## src/rtl/uart_pkg.sv

```systemverilog
// uart_pkg: shared UART constants, frame-state enum and byte type
package uart_pkg;
  localparam int BAUD_TICKS_DEFAULT = 10;
  localparam int RESULT_BYTES = 36;
  typedef enum logic [2:0] {IDLE, START, DATA, STOP, FINISH} uart_tx_state_t;
  typedef logic [7:0] uart_byte_t;
endpackage

```

## src/rtl/uart_tx_byte.sv

```systemverilog
// uart_tx_byte: single-frame 8N1 serializer, load accepted when ready_o (idle or last stop tick)
module uart_tx_byte
  import uart_pkg::*;
#(
  parameter int BAUD_TICKS = BAUD_TICKS_DEFAULT
) (
  input  logic       clk_in,
  input  logic       rst_in,
  input  logic       load_i,
  input  uart_byte_t data_i,
  output logic       ready_o,
  output logic       tx_o,
  output logic       strobe_o
);
  localparam int CW = $clog2(BAUD_TICKS + 1);
  uart_tx_state_t state_q, state_d;
  logic [CW-1:0] cnt_q, cnt_d;
  logic [2:0] bit_q, bit_d;
  uart_byte_t sh_q, sh_d;
  logic wrap;
  assign wrap = cnt_q == CW'(BAUD_TICKS - 1);
  assign ready_o = state_q == IDLE || (state_q == STOP && wrap);
  assign tx_o = state_q == START ? 1'b0 : state_q == DATA ? sh_q[0] : 1'b1;
  assign strobe_o = state_q == START && cnt_q == '0;
  // baud counter, bit sequencing and back-to-back reload on the final stop tick
  always_comb begin
    state_d = state_q;
    cnt_d = (wrap || state_q == IDLE) ? '0 : cnt_q + CW'(1);
    bit_d = bit_q;
    sh_d = sh_q;
    if (wrap)
      case (state_q)
        START: begin state_d = DATA; bit_d = 3'd0; end
        DATA: begin
          state_d = bit_q == 3'd7 ? STOP : DATA;
          bit_d = bit_q + 3'd1;
          sh_d = sh_q >> 1;
        end
        STOP: state_d = IDLE;
        default: ;
      endcase
    if (load_i && ready_o) begin
      state_d = START;
      cnt_d = '0;
      bit_d = 3'd0;
      sh_d = data_i;
    end
  end
  // frame state registers
  always_ff @(posedge clk_in) begin
    if (rst_in) begin
      state_q <= IDLE;
      cnt_q <= '0;
      bit_q <= '0;
      sh_q <= '0;
    end else begin
      state_q <= state_d;
      cnt_q <= cnt_d;
      bit_q <= bit_d;
      sh_q <= sh_d;
    end
  end
endmodule

```

## src/rtl/uart_result_tx_q8_24.sv

```systemverilog
// uart_result_tx_q8_24: latches the Q8.24 result matrix and streams it LSB-byte-first as 8N1; RESULT_TX_CHECKSUM_EN appends an XOR byte
module uart_result_tx_q8_24
  import uart_pkg::*;
#(
  parameter int BAUD_TICKS = BAUD_TICKS_DEFAULT,
  parameter int NUM_WORDS = 9,
  parameter int WORD_W = 32
) (
  input  logic                        clk_in,
  input  logic                        rst_in,
  input  logic                        start_in,
  input  logic [NUM_WORDS*WORD_W-1:0] result_packed,
  output logic                        tx_out,
  output logic                        busy_out,
  output logic                        done_out,
  output logic                        byte_strobe_out
);
  localparam int NB = NUM_WORDS * WORD_W / 8;
`ifdef RESULT_TX_CHECKSUM_EN
  localparam int NF = NB + 1;
`else
  localparam int NF = NB;
`endif
  localparam int IW = $clog2(NF);
  uart_tx_state_t state_q, state_d;
  logic [IW-1:0] idx_q, idx_d;
  logic [NB*8-1:0] sh_q, sh_d;
  logic load, ready;
  uart_byte_t data;
`ifdef RESULT_TX_CHECKSUM_EN
  uart_byte_t chk_q, chk_d;
  logic is_chk;
  assign is_chk = state_q == DATA && idx_q == IW'(NB - 1);
  assign data = is_chk ? chk_q : sh_q[7:0];
`else
  assign data = sh_q[7:0];
`endif
  assign busy_out = state_q == START || state_q == DATA;
  assign done_out = state_q == FINISH;
  // sequencing: snapshot on start, feed one byte per frame, shift the snapshot as bytes leave
  always_comb begin
    state_d = state_q;
    idx_d = idx_q;
    sh_d = sh_q;
    load = 1'b0;
    case (state_q)
      IDLE: if (start_in) begin
        state_d = START;
        idx_d = '0;
        sh_d = result_packed;
      end
      START: begin
        load = 1'b1;
        state_d = DATA;
      end
      DATA: if (ready) begin
        if (idx_q == IW'(NF - 1)) state_d = FINISH;
        else begin
          load = 1'b1;
          idx_d = idx_q + IW'(1);
        end
      end
      default: state_d = IDLE;
    endcase
    if (load) sh_d = sh_q >> 8;
`ifdef RESULT_TX_CHECKSUM_EN
    chk_d = state_q == IDLE ? '0 : (load && !is_chk) ? chk_q ^ sh_q[7:0] : chk_q;
`endif
  end
  // sequencer registers
  always_ff @(posedge clk_in) begin
    if (rst_in) begin
      state_q <= IDLE;
      idx_q <= '0;
      sh_q <= '0;
`ifdef RESULT_TX_CHECKSUM_EN
      chk_q <= '0;
`endif
    end else begin
      state_q <= state_d;
      idx_q <= idx_d;
      sh_q <= sh_d;
`ifdef RESULT_TX_CHECKSUM_EN
      chk_q <= chk_d;
`endif
    end
  end
  uart_tx_byte #(.BAUD_TICKS(BAUD_TICKS)) u_tx (
    .clk_in(clk_in),
    .rst_in(rst_in),
    .load_i(load),
    .data_i(data),
    .ready_o(ready),
    .tx_o(tx_out),
    .strobe_o(byte_strobe_out)
  );
endmodule

```

## config.mk

```make
export PLATFORM = sky130hd
export DESIGN_NAME = uart_result_tx_q8_24
export DESIGN_NICKNAME = d
export VERILOG_FILES = /design/src/rtl/uart_pkg.sv /design/src/rtl/uart_tx_byte.sv /design/src/rtl/uart_result_tx_q8_24.sv
export SDC_FILE = /design/constraint.sdc
export NUM_CORES = 1
export LEC_CHECK = 0
export ABC_CLOCK_PERIOD_IN_PS = 2700
export BUFFER_PORTS_ARGS = -buffer_cell sky130_fd_sc_hd__buf_2
export CAP_MARGIN = 20
export CORE_MARGIN = 2
export CORE_UTILIZATION = 25
export DETAILED_ROUTE_END_ITERATION = 8
export SLEW_MARGIN = 20
export SYNTH_ARGS = -nofsm -noshare
export SYNTH_HDL_FRONTEND = slang
export SYNTH_SLANG_ARGS = --single-unit
```

## constraint.sdc

```tcl
create_clock -name clk_in -period 2.7 [get_ports clk_in]
set_clock_uncertainty 0.05 [all_clocks]
set_input_delay 0.405 -clock clk_in [delete_from_list [all_inputs] [get_ports clk_in]]
set_output_delay 0.405 -clock clk_in [all_outputs]
set_load 0.01 [all_outputs]
```

# --- After elaboration in Yosys (flattened, before gate mapping) ---
# Index checks and enable logic that the tools add are counted.
op_classes:
  reduce_logical: 28
  n_eq_ne: 13
  addsub: 3
  n_mux: 24
op_table:
  columns: ["cell", "count"]
  rows:
  - ["2-to-1 mux 280 bit", 3]
  - ["2-to-1 mux 8 bit", 3]
  - ["2-to-1 mux 6 bit", 3]
  - ["one-hot mux 3 bit (3 select lines)", 2]
  - ["one-hot mux 6 bit (2 select lines)", 1]
  - ["AND reduction 2 bit", 6]
  - ["nonzero test 2 bit", 6]
  - ["equality test 3 x 2 -> 1 bit, second input constant", 3]
  - ["2-to-1 mux 3 bit", 3]
  - ["2-to-1 mux 1 bit", 7]
  - ["adder 6 x 1 -> 6 bit, second input constant", 1]
  - ["equality test 3 x 1 -> 1 bit, second input constant", 2]
  - ["equality test 3 bit, second input constant", 2]
  - ["equality test 6 bit, second input constant", 1]
  - ["logical NOT 3 bit", 2]
  - ["one-hot mux 3 bit (2 select lines)", 1]
  - ["adder 4 x 1 -> 4 bit, second input constant", 1]
  - ["equality test 4 bit, second input constant", 1]
  - ["logical NOT 4 bit", 1]
  - ["!= test 2 x 1 -> 1 bit, second input constant", 2]
  - ["!= test 2 bit, second input constant", 2]
  - ["AND reduction 4 bit", 1]
  - ["nonzero test 4 bit", 1]
  - ["OR reduction 2 bit", 2]
  - ["other kinds (7)", 11]
word_totals:
  output_inout_bits: 4
  register_bits: 315
  word_cells: 77

# --- Logic depth before layout (Yosys ltp) ---
# Gate-level depths: netlist of the first run.
logic_depth:
  depth_word: 8
  depth_mapped: 9

# --- By module ---
# A second synthesis of the first run with hierarchy kept.
hier_totals:
  cells_unflattened: 1776
  area_unflattened_um2: 14760.4
modules_own_cells:
  columns: ["mod", "instances", "cells_per_inst", "area_each_um2"]
  rows:
  - ["uart_result_tx_q8_24", 1, 1680, 13802.0]
  - ["uart_tx_byte", 1, 96, 958.4]

# --- Worst setup path after synthesis of the first run ---
# Ideal clock, no wire load.
synth_path:
  path_kind: "reg2reg"
  start: "reg idx_q[0]"
  end: "reg sh_q[202]"
  setup_time_ps: 146
  n_path_buf: 3
  path_slack_ps: 811
  arrival_time_ps: 1693
  required_time_ps: 2504
  path_stages_with_launch: 9
  cell_sequence: "dfxtp_1 ha_1 nor4b_2 a21oi_1 a21o_1 buf_2 buf_2 buf_2 a211oi_2"
synth_between:
  elab_chain_cells: 6
  elab_cells_between_ends: 8
  classes_between: "eq/ne (1); mux (4); reduce/logical (3)"
synth_rtl:
  columns: ["item", "line_no", "rtl"]
  rows:
  - ["start, declared", "uart_result_tx_q8_24.sv:26", "logic [IW-1:0] idx_q, idx_d;"]
  - ["start signal, assigned", "uart_result_tx_q8_24.sv:81", "idx_q <= idx_d;"]
  - ["equality test 6 bit (*)", "uart_result_tx_q8_24.sv:57", "if (idx_q == IW'(NF - 1)) state_d = FINISH;"]
  - ["2-to-1 mux 1 bit (*)", "uart_result_tx_q8_24.sv:57", null]
  - ["2-to-1 mux 1 bit (*)", "uart_result_tx_q8_24.sv:56", "DATA: if (ready) begin"]
  - ["one-hot mux 1 bit (2 select lines) (*)", "uart_result_tx_q8_24.sv:46", "case (state_q)"]
  - ["nonzero test 2 bit (no line)", null, null]
  - ["AND reduction 2 bit (no line)", null, null]
  - ["end signal, assigned", "uart_result_tx_q8_24.sv:75", "sh_q <= '0;"]
  - ["end signal, assigned", "uart_result_tx_q8_24.sv:82", "sh_q <= sh_d;"]
  - ["end, declared", "uart_result_tx_q8_24.sv:27", "logic [NB*8-1:0] sh_q, sh_d;"]
# Mark *: on every way between the ends. The rest lies on a longest branch, timed or not.
# A chain may end at the register's enable or synchronous reset.

# --- Worst setup path in the final report of the first run ---
layout_path:
  start: "reg state_q[2]"
  end: "reg sh_q[126]"
layout_between:
  elab_chain_cells: 4
  elab_cells_between_ends: 8
  classes_between: "eq/ne (2); mux (2); reduce/logical (4)"
layout_rtl:
  columns: ["item", "line_no", "rtl"]
  rows:
  - ["start, declared", "uart_result_tx_q8_24.sv:25", "uart_tx_state_t state_q, state_d;"]
  - ["start signal, assigned", "uart_result_tx_q8_24.sv:80", "state_q <= state_d;"]
  - ["equality test 3 x 2 -> 1 bit or equality test 3 x 1 -> 1 bit (tied branches)", "uart_result_tx_q8_24.sv:46", null]
  - ["one-hot mux 1 bit (2 select lines)", "uart_result_tx_q8_24.sv:46", null]
  - ["nonzero test 2 bit (no line)", null, null]
  - ["AND reduction 2 bit (no line)", null, null]
# Several ways; a longest one is shown, not always the timed one.

==> reports/results.tsv, run 1 <==
metric	value	unit
CTS tree	yes	
first-pass GRT wire length	80900	um
setup_tns	0	ns
Avg WL per Cell	17.5	um
area grow syn2layout	22.1	%
Critical Path RT	3.06	ns
Primary FF master, synth	dfxtp_1	
# rows	97	
Worst EP arrival	2.74	ns
critical path cell sequence	nor4b_4 > buf_12 > buf_12 > mux2_1 > a211oi_1 > a211oi_2	
root buffer cell	clkbuf_16	
overall power	14.5	mW
Synth top cells by count	364 x a211oi_1, 314 x dfxtp_1, 289 x inv_1, 201 x mux2_1, 200 x a211oi_2	
post-synthesis sequential area ratio	35.5	%
part of the cycle the worst path needs	88.3	%
Remaining Overflow, GRT	0	
final WL	51800	um
Bufs on Longest Clock Path	3	
Yosys cell types	43	
RePlAce Congestion	0.757	
final std cells w/o fill	2960	
crit path max fanout	52	
Synth Cell Area	17700	um2
Initial Util	25.3	%
WHS	0.0716	ns
power density cells	673	nW/um2
#FFs+latches synth	314	
Ports	295	
fin. max-slew vios	0	
GRT Overall Usage	13.7	%
CP most frequent cell	buf_12	
worst hold path depth	3	
Final Hold Viols	0	
critical setup path kind	reg2reg	
worst path buffer plus inverter count	2	
clk_lat worst skew	0.56	ns
relative slew slack	53.9	%
total setup buffers inserted after CTS	0	
Filler cells	7296	
synth warn	0	
clock-pin slew on the worst setup and hold paths	0.06	ns
Final Util	30.9	%
Nets	2281	
Hold-fix buffers, CTS	0	
DIE WIDTH	270	um
routed vias	13800	
Reg2Reg Depth	6	
slowest CP cell	nor4b_4	
Port Buf Inserts	294	
critical path depth	6	
Detail Placement HPWL	33300	um
TritonRoute pass-1 iters	4	
Yosys top cell area share	35.5	%
Worst Tran Pin Value	0.691	ns
vias in the first global route	13700	
Syn Area/Cell	9.91	um2
Leakage	8.00	nW
crit path time final	2.38	ns
H-tree levels	2	
RSZ-0062 raised after global routing	false	
status	complete, no violations	
Finish-stage setup viols	0	
Synth area leader	dfxtp_1	
Max-cap violations	0	
Post-synth EDFFs	0	
layout cells sized above 1	35.0	%
die area	72900	um2
asr flop ratio synth	0	%
Net Count, Synth	2089	
die height	270	um
most frequent cell after synthesis	a211oi_1	
Area contributors post-synth	dfxtp_1 36%, a211oi_1 15%, a211oi_2 14%	
Crit path largest cell delay	0.46	ns
drt via density	4.67	
hold crit path type	in2reg	
initial antenna violation count	29	
Worst setup EP type	flop	
DRC Markers	0	
Setup crit start kind	flop	
largest net degree at the start of global routing	129	
core area	70000	um2
VDD IR max	0.000395	V
initial DRC count	1047	
cts repair resizes	0	
Worst path top cell family by delay	buffers and inverters	
TritonCTS Buffers	41	
Syn Inst Count	1786	
Placed Instances	2875	
clock sinks	314	
Post-DRT Antenna Nets	0	
Fmax	420	MHz
[per-layer routing]
| metal | wire length (um) | global-route usage [%] | vias up |
|---|---|---|---|
| met5 | 143 | 0 | - |
| met4 | 1240 | 4.47 | 24 |
| met3 | 2930 | 3.49 | 89 |
| met2 | 23000 | 21.0 | 270 |
| met1 | 24400 | 18.7 | 6537 |
| li1 | - | - | 6912 |
[cell usage in the layout (no fill, tap or decap), drive strengths merged, types with 2 or more instances in the layout]
master / n
mux2i: 8
nor3b: 2
nor2b: 3
o21ai: 6
a211oi: 564
inv: 291
ha: 12
mux2: 287
or3: 4
nand4: 3
nor3: 9
nand4b: 3
buf: 346
a21o: 2
or4: 2
a21boi: 4
o211ai: 3
nor2: 16
clkinv: 8
o21a: 2
o2111ai: 2
diode: 10
clkinvlp: 2
nand2b: 3
and2: 2
a21oi: 12
nand3: 4
dfxtp: 314
nand2: 23
bufinv: 2
clkbuf: 61
nor4b: 2
[worst register-to-register path, stage by stage, from the launching register on]
cell and delay, ns:
dfxtp_1 0.43, nor4b_4 0.46, buf_12 0.38, buf_12 0.26, mux2_1 0.33, a211oi_1 0.25, a211oi_2 0.08
[stage by stage]
stage / worst slack [ns] / instance area (um2)
6_report: 0.317 / 21600
5_1_grt: 0.155 / 21600
4_1_cts: 0.277 / 21600
3_5_place_dp: 0.297 / 20200
3_3_place_gp: 0.370 / 20200
2_1_floorplan: 0.811 / 17700
[sequential cells by signal, summed over array words and instances (netlist names)]
signal        flops
idx_q             6
sh_q            288
state_q           3
u_tx.bit_q        3
u_tx.cnt_q        4
u_tx.sh_q         8
u_tx.state_q      2
[power breakdown]
group	total, mW	switching (mW)	leakage [nW]	internal (mW)
sequential	5.51	0.283	2.59	5.22
combinational	3.48	1.88	4.74	1.59
clock	5.57	2.23	0.669	3.34
total	14.5	4.40	8.00	10.2
[path summary, 6_finish.rpt]
path	from	endpoint	slack, ns
setup / recovery	state_q[2]$_SDFFE_PP0P_	sh_q[126]$_SDFFE_PP0P_	0.32
hold / removal	result_packed[287]	sh_q[287]$_SDFFE_PP0P_	0.07
setup reg to reg	state_q[2]$_SDFFE_PP0P_	sh_q[126]$_SDFFE_PP0P_	0.32
hold reg to reg	sh_q[243]$_SDFFE_PP0P_	sh_q[235]$_SDFFE_PP0P_	0.40
[layout make-up]
cell class,count,area (um2),share of cell area [%]
Clock inverter,14,140,0.649
Tap cell,940,1180,5.44
Sequential cell,314,6290,29.1
Timing Repair Buffer,346,2270,10.5
Inverter,289,1080,5.02
Multi-Input combinational cell,986,9400,43.5
Clock buffer,61,1220,5.66
Antenna cell,10,25.0,0.116
[cells by family (layout without fill, tap and decap cells)]
logic type      after synthesis  after routing  share of synthesized area, %
compound gates              598            598                          30.8
buf+inv                     486            710                          11.6
flops                       314            314                          35.5
other cells                   0             10                             0
fa+ha+maj                    12             12                         0.848
xor+xnor                      2              2                        0.0990
simple gates                 79             79                          2.38
mux                         295            295                          18.7
No activity file was read; power rests on OpenSTA's default activity.
==> inputs of run 2 (changes only) <==
- CTS_BUF_LIST: default -> sky130_fd_sc_hd__clkbuf_4
==> run 2 against run 1 <==
Net effect:
- utilization increased by 3.8 points
- sequential power about the same
- die area unchanged
- count of clock-buffer cells in the layout increased by 67
- register-to-register slack got worse by 0.06 ns
==> reports/results.tsv, run 2 (synthesized netlist as in run 1, its figures left out) <==
metric	value	unit	change
status	complete, no violations		
slowest CP cell	dfxtp_1		
pre-CTS setup slack	0.297	ns	unchanged
r2r startpoint	state_q[2]$_SDFFE_PP0P_		
layout cells sized above 1	32.6	%	-2.4 points
first-pass GRT wire length	87800	um	+8.5%
initial DRC count	1020		-2.6%
initial antenna violation count	7		-76%
GRT Overall Usage	14.8	%	+1.1 points
Post-DRT Antenna Nets	0		unchanged
Bufs on Longest Clock Path	3		unchanged
Final Hold Viols	0		unchanged
root buffer cell	clkbuf_4		
setup_tns	0	ns	unchanged
Worst Tran Pin Value	0.690	ns	-0.00172 ns
relative slew slack	54.0	%	+0.11 points
most frequent cells in the layout	364 x a211oi_1, 314 x dfxtp_1, 293 x buf_2		
Fmax	403	MHz	-3.9%
drt via density	4.62		-1.1%
Detail Placement HPWL	33300	um	unchanged
critical path cell sequence	inv_1 > ha_1 > a21oi_1 > buf_2		
largest net degree at the start of global routing	129		unchanged
Leakage	9.21	nW	+15%
Finish-stage setup viols	0		unchanged
die area	72900	um2	unchanged
Worst setup EP type	output pin		
Port Buf Inserts	294		unchanged
Remaining Overflow, GRT	0		unchanged
clk_lat worst skew	0.82	ns	+0.26 ns
CTS tree	yes		
Largest register FFs	288		unchanged
Avg WL per Cell	16.6	um	-5.1%
hold crit path type	in2reg		
worst setup margin	0.219	ns	-0.0980 ns
critical setup path kind	reg2out		
clock-pin slew on the worst setup and hold paths	0.06	ns	about the same
Setup crit start kind	flop		
R2R Path End	sh_q[126]$_SDFFE_PP0P_		
Crit path largest cell delay	0.41	ns	-0.05 ns
Ports	295		unchanged
final WL	55100	um	+6.4%
core area	70000	um2	unchanged
Largest Register	sh_q		
# rows	97		unchanged
RePlAce Congestion	0.757		unchanged
total setup buffers inserted after CTS	0		unchanged
part of the cycle the worst path needs	91.9	%	+3.6 points
Worst R2R Setup Slack	0.26	ns	-0.06 ns
Top Registers	sh_q (288), u_tx.sh_q (8), idx_q (6)		
cts repair resizes	0		unchanged
DIE WIDTH	270	um	unchanged
DRC Markers	0		unchanged
hold endpoint	sh_q[282]$_SDFFE_PP0P_		
area grow syn2layout	37.1	%	
die height	270	um	unchanged
VDD IR max	0.000350	V	-11%
Initial Util	25.3	%	unchanged
crit path max fanout	7		-87%
H-tree levels	3		+1
worst hold path depth	4		+1
TritonCTS Buffers	95		+130%
Nets	2625		+15%
Hold Startpoint	result_packed[282]		
Reg2Reg Depth	6		unchanged
crit path time final	2.48	ns	+0.0980 ns
vias in the first global route	15800		+15%
Max-cap violations	0		unchanged
routed vias	15300		+11%
Worst EP arrival	2.03	ns	-0.71 ns
TritonRoute pass-1 iters	5		+1
RSZ-0062 raised after global routing	false		
power density cells	574	nW/um2	-15%
commonest non-fill, non-tap cell in the layout	a211oi_1		
Critical Path RT	2.25	ns	-0.81 ns
clock sinks	314		unchanged
fin. max-slew vios	0		unchanged
## run 2: cell types whose count changed in the layout (fill, tap and decap cells not counted)
cell | before | now
clkinvlp_4 | 2 | 0
inv_2 | 0 | 2
clkbuf_8 | 8 | 0
dlygate4sd3_1 | 0 | 290
clkbuf_4 | 0 | 128
clkbuf_1 | 10 | 0
clkbuf_16 | 43 | 0
clkinv_1 | 0 | 14
clkinv_2 | 6 | 1
bufinv_16 | 2 | 3
clkinv_4 | 2 | 1
diode_2 | 10 | 7
inv_6 | 2 | 0
## run 2: power by group
part	leakage, nW	switching (mW)	internal (mW)	total (mW)
clock	0.670	2.14	2.44	4.58
combinational	5.95	1.97	1.87	3.84
sequential	2.59	0.285	5.22	5.51
total	9.21	4.40	9.53	13.9
## run 2: final cells by class
class / count / area (um2)
clock buffer: 128 / 961
antenna: 7 / 17.5
timing repair buffer: 636 / 5170
clock inverter: 21 / 164
fill: 6999 / 45800
sequential: 314 / 6290
multi-input combinational: 986 / 9400
inverter: 289 / 1080
tap: 940 / 1180
## run 2: routing by layer
metal,wire [um],track usage [%]
met3,2820,3.53
met2,24900,23.0
met1,25900,19.6
met5,23,0
met4,1510,5.72
## run 2: worst max-delay path by stage
stage,startpoint,cells past startpoint,to
floorplan,idx_q[0]$_SDFFE_PP0P_,8,sh_q[202]$_SDFFE_PP0P_
detailed placement,state_q[2]$_SDFFE_PP0P_,6,sh_q[126]$_SDFFE_PP0P_
global route,state_q[1]$_SDFFE_PP0P_,3,busy_out
global placement,state_q[2]$_SDFFE_PP0P_,6,sh_q[41]$_SDFFE_PP0P_
finish,u_tx.state_q[0]$_SDFFE_PP0P_,4,tx_out
CTS,u_tx.state_q[0]$_SDFFE_PP0P_,4,tx_out
## run 2: critical path, delay by kind of cell, from the launching register on
kind,cells,cell delay [ns]
compound gates,1,0.17
fa+ha+maj,1,0.30
buf+inv,2,0.32
flops,1,0.41
## run 2: per-stage QoR
stage	total power, mW	instances	instance area (um2)	utilization, %	hold WS (ns)
finish	13.9	3321	24300	34.6	0.362
global route	14.8	3321	24300	34.6	0.285
CTS	14.2	3314	24200	34.6	0.241
detailed placement	9.11	2875	20200	28.9	0.393
global placement	9.09	2875	20200	28.9	0.386
floorplan	8.15	1786	17700	-	0.380
## run 2: timing repair
action                     CTS  global route
hold buffers               290             0
hold endpoints to repair   295             0
setup endpoints to repair    0             0
==> inputs of run 3 (changes only) <==
- CORE_UTILIZATION: 25 -> 30
==> run 3 against run 2 <==
Net effect:
- combinational power fell by 1%
- critical path depth did not move
- register-to-register slack barely moved
- first-iteration DRC count fell by 17%
- clock power fell by 1%
- die area fell by 16%
- non-clock buffer count fell by 13
- fmax rose by 0.59%
- sequential power barely moved
- total power fell by 0.68%
==> reports/results.tsv, run 3 (synthesized netlist as in run 1, its figures left out) <==
metric	value	unit	change
largest net degree at the start of global routing	144		+12%
R2R Path End	sh_q[221]$_SDFFE_PP0P_		
Worst EP arrival	2.01	ns	-0.02 ns
critical setup path kind	reg2out		
crit path max fanout	7		unchanged
Remaining Overflow, GRT	0		unchanged
Finish-stage setup viols	0		unchanged
final WL	54700	um	-0.68%
Worst Tran Pin Value	0.760	ns	+0.0705 ns
metal1 wirelength	25100	um	-2.8%
r2r startpoint	state_q[2]$_SDFFE_PP0P_		
# rows	89		-8.2%
RePlAce Congestion	0.780		+3.0%
part of the cycle the worst path needs	91.4	%	-0.54 points
root buffer cell	clkbuf_4		
crit path time final	2.47	ns	-0.0145 ns
Placed Instances	2695		-6.3%
layout cells sized above 1	32.3	%	-0.31 points
die height	247	um	-8.6%
Largest register FFs	288		unchanged
Max-cap violations	0		unchanged
met3 WL post-DR	2380	um	-16%
GRT Overall Usage	17.6	%	+2.9 points
status	complete, no violations		
Avg WL per Cell	17.4	um	+4.6%
overall power	13.8	mW	-0.68%
Reg2Reg Depth	6		unchanged
TritonRoute pass-1 iters	4		-1
clk_lat worst skew	0.84	ns	+0.02 ns
initial DRC count	844		-17%
pre-CTS setup slack	0.323	ns	+0.0255 ns
Ports	295		unchanged
Leakage	9.13	nW	-0.92%
H-tree levels	3		unchanged
VDD IR max	0.000378	V	+7.9%
Final Util	40.7	%	+6.1 points
drt via density	4.93		+6.8%
DRC Markers	0		unchanged
fin. max-slew vios	0		unchanged
hold crit path type	reg2reg		
relative slew slack	49.3	%	-4.7 points
Top Registers	sh_q (288), u_tx.sh_q (8), idx_q (6)		
Crit path largest cell delay	0.42	ns	about the same
Port Buf Inserts	294		unchanged
Largest Register	sh_q		
top sig layer	met5		
total setup buffers inserted after CTS	0		unchanged
Worst setup EP type	output pin		
DIE WIDTH	247	um	-8.6%
routed vias	15600		+1.4%
Bufs on Longest Clock Path	3		unchanged
TritonCTS Buffers	93		-2.1%
critical path cell sequence	inv_1 > ha_1 > a21oi_1 > buf_2		
setup_tns	0	ns	unchanged
slowest CP cell	dfxtp_1		
die area	61000	um2	-16%
Setup crit start kind	flop		
Worst R2R Setup Slack	0.25	ns	about the same
power density cells	579	nW/um2	+0.84%
Fmax	405	MHz	+0.59%
commonest non-fill, non-tap cell in the layout	a211oi_1		
end of the critical path	tx_out		
initial antenna violation count	8		+1
Nets	2610		-0.57%
Critical Path RT	2.25	ns	about the same
Final Hold Viols	0		unchanged
core area	58700	um2	-16%
Detail Placement HPWL	32600	um	-2.1%
clock sinks	314		unchanged
Hold Startpoint	sh_q[223]$_SDFFE_PP0P_		
clock-pin slew on the worst setup and hold paths	0.06	ns	about the same
first-pass GRT wire length	86400	um	-1.5%
metal2 WL	25700	um	+3.5%
vias in the first global route	16200		+2.8%
most frequent cells in the layout	364 x a211oi_1, 314 x dfxtp_1, 293 x buf_2		
area grow syn2layout	35.0	%	
RSZ-0062 raised after global routing	false		
Setup crit start	u_tx.state_q[0]$_SDFFE_PP0P_		
CTS tree	yes		
Post-DRT Antenna Nets	0		unchanged
worst setup margin	0.233	ns	+0.0145 ns
Initial Util	30.2	%	+4.9 points
final std cells w/o fill	3154		-5.0%
==> run 3: how the worst min path moves through the flow <==
stage                                         to  slack [ns]  depth (start not counted)
after global routing      sh_q[282]$_SDFFE_PP0P_        0.33                          4
after detailed placement  sh_q[241]$_SDFFE_PP0P_        0.39                          2
after global placement     sh_q[16]$_SDFFE_PP0P_        0.39                          2
final                     sh_q[215]$_SDFFE_PP0P_        0.39                          2
after CTS                 sh_q[282]$_SDFFE_PP0P_        0.26                          4
after floorplan            sh_q[15]$_SDFFE_PP0P_        0.38                          2
==> run 3: what timing repair did <==
| item | CTS | global route |
|---|---|---|
| gates resized for setup | 0 | 0 |
| hold buffers | 290 | 0 |
| hold endpoints to repair | 295 | 0 |
==> run 3: stage by stage <==
stage          instance area, um2  hold slack (ns)
2_1_floorplan               17700            0.380
3_3_place_gp                19800            0.388
3_5_place_dp                19800            0.391
4_1_cts                     23900            0.256
5_1_grt                     23900            0.326
6_report                    23900            0.394
==> run 3: layout make-up <==
cell class                      count  area [um2]
Fill cell                        5594       34800
Multi-Input combinational cell    986        9400
Sequential cell                   314        6290
Timing Repair Buffer              623        5000
Inverter                          289        1080
Clock buffer                      134        1010
Tap cell                          773         967
Clock inverter                     26         130
Antenna cell                        9        22.5
==> run 3: metal layers <==
metal  up-vias  track usage (%)
met1      7472             22.6
met2       365             28.8
li1       7614                -
met5         -                0
met3       108             3.69
met4         4             6.95
==> run 3: where the power goes <==
group / internal, mW / switching (mW)
clock: 2.35 / 2.17
combinational: 1.82 / 1.97
sequential: 5.22 / 0.299
total: 9.39 / 4.44
==> run 3: critical path, delay by kind of cell, from the launching register on <==
family          cells  cell delay (ns)
flops               1             0.42
buf+inv             2             0.31
compound gates      1             0.17
fa+ha+maj           1             0.30
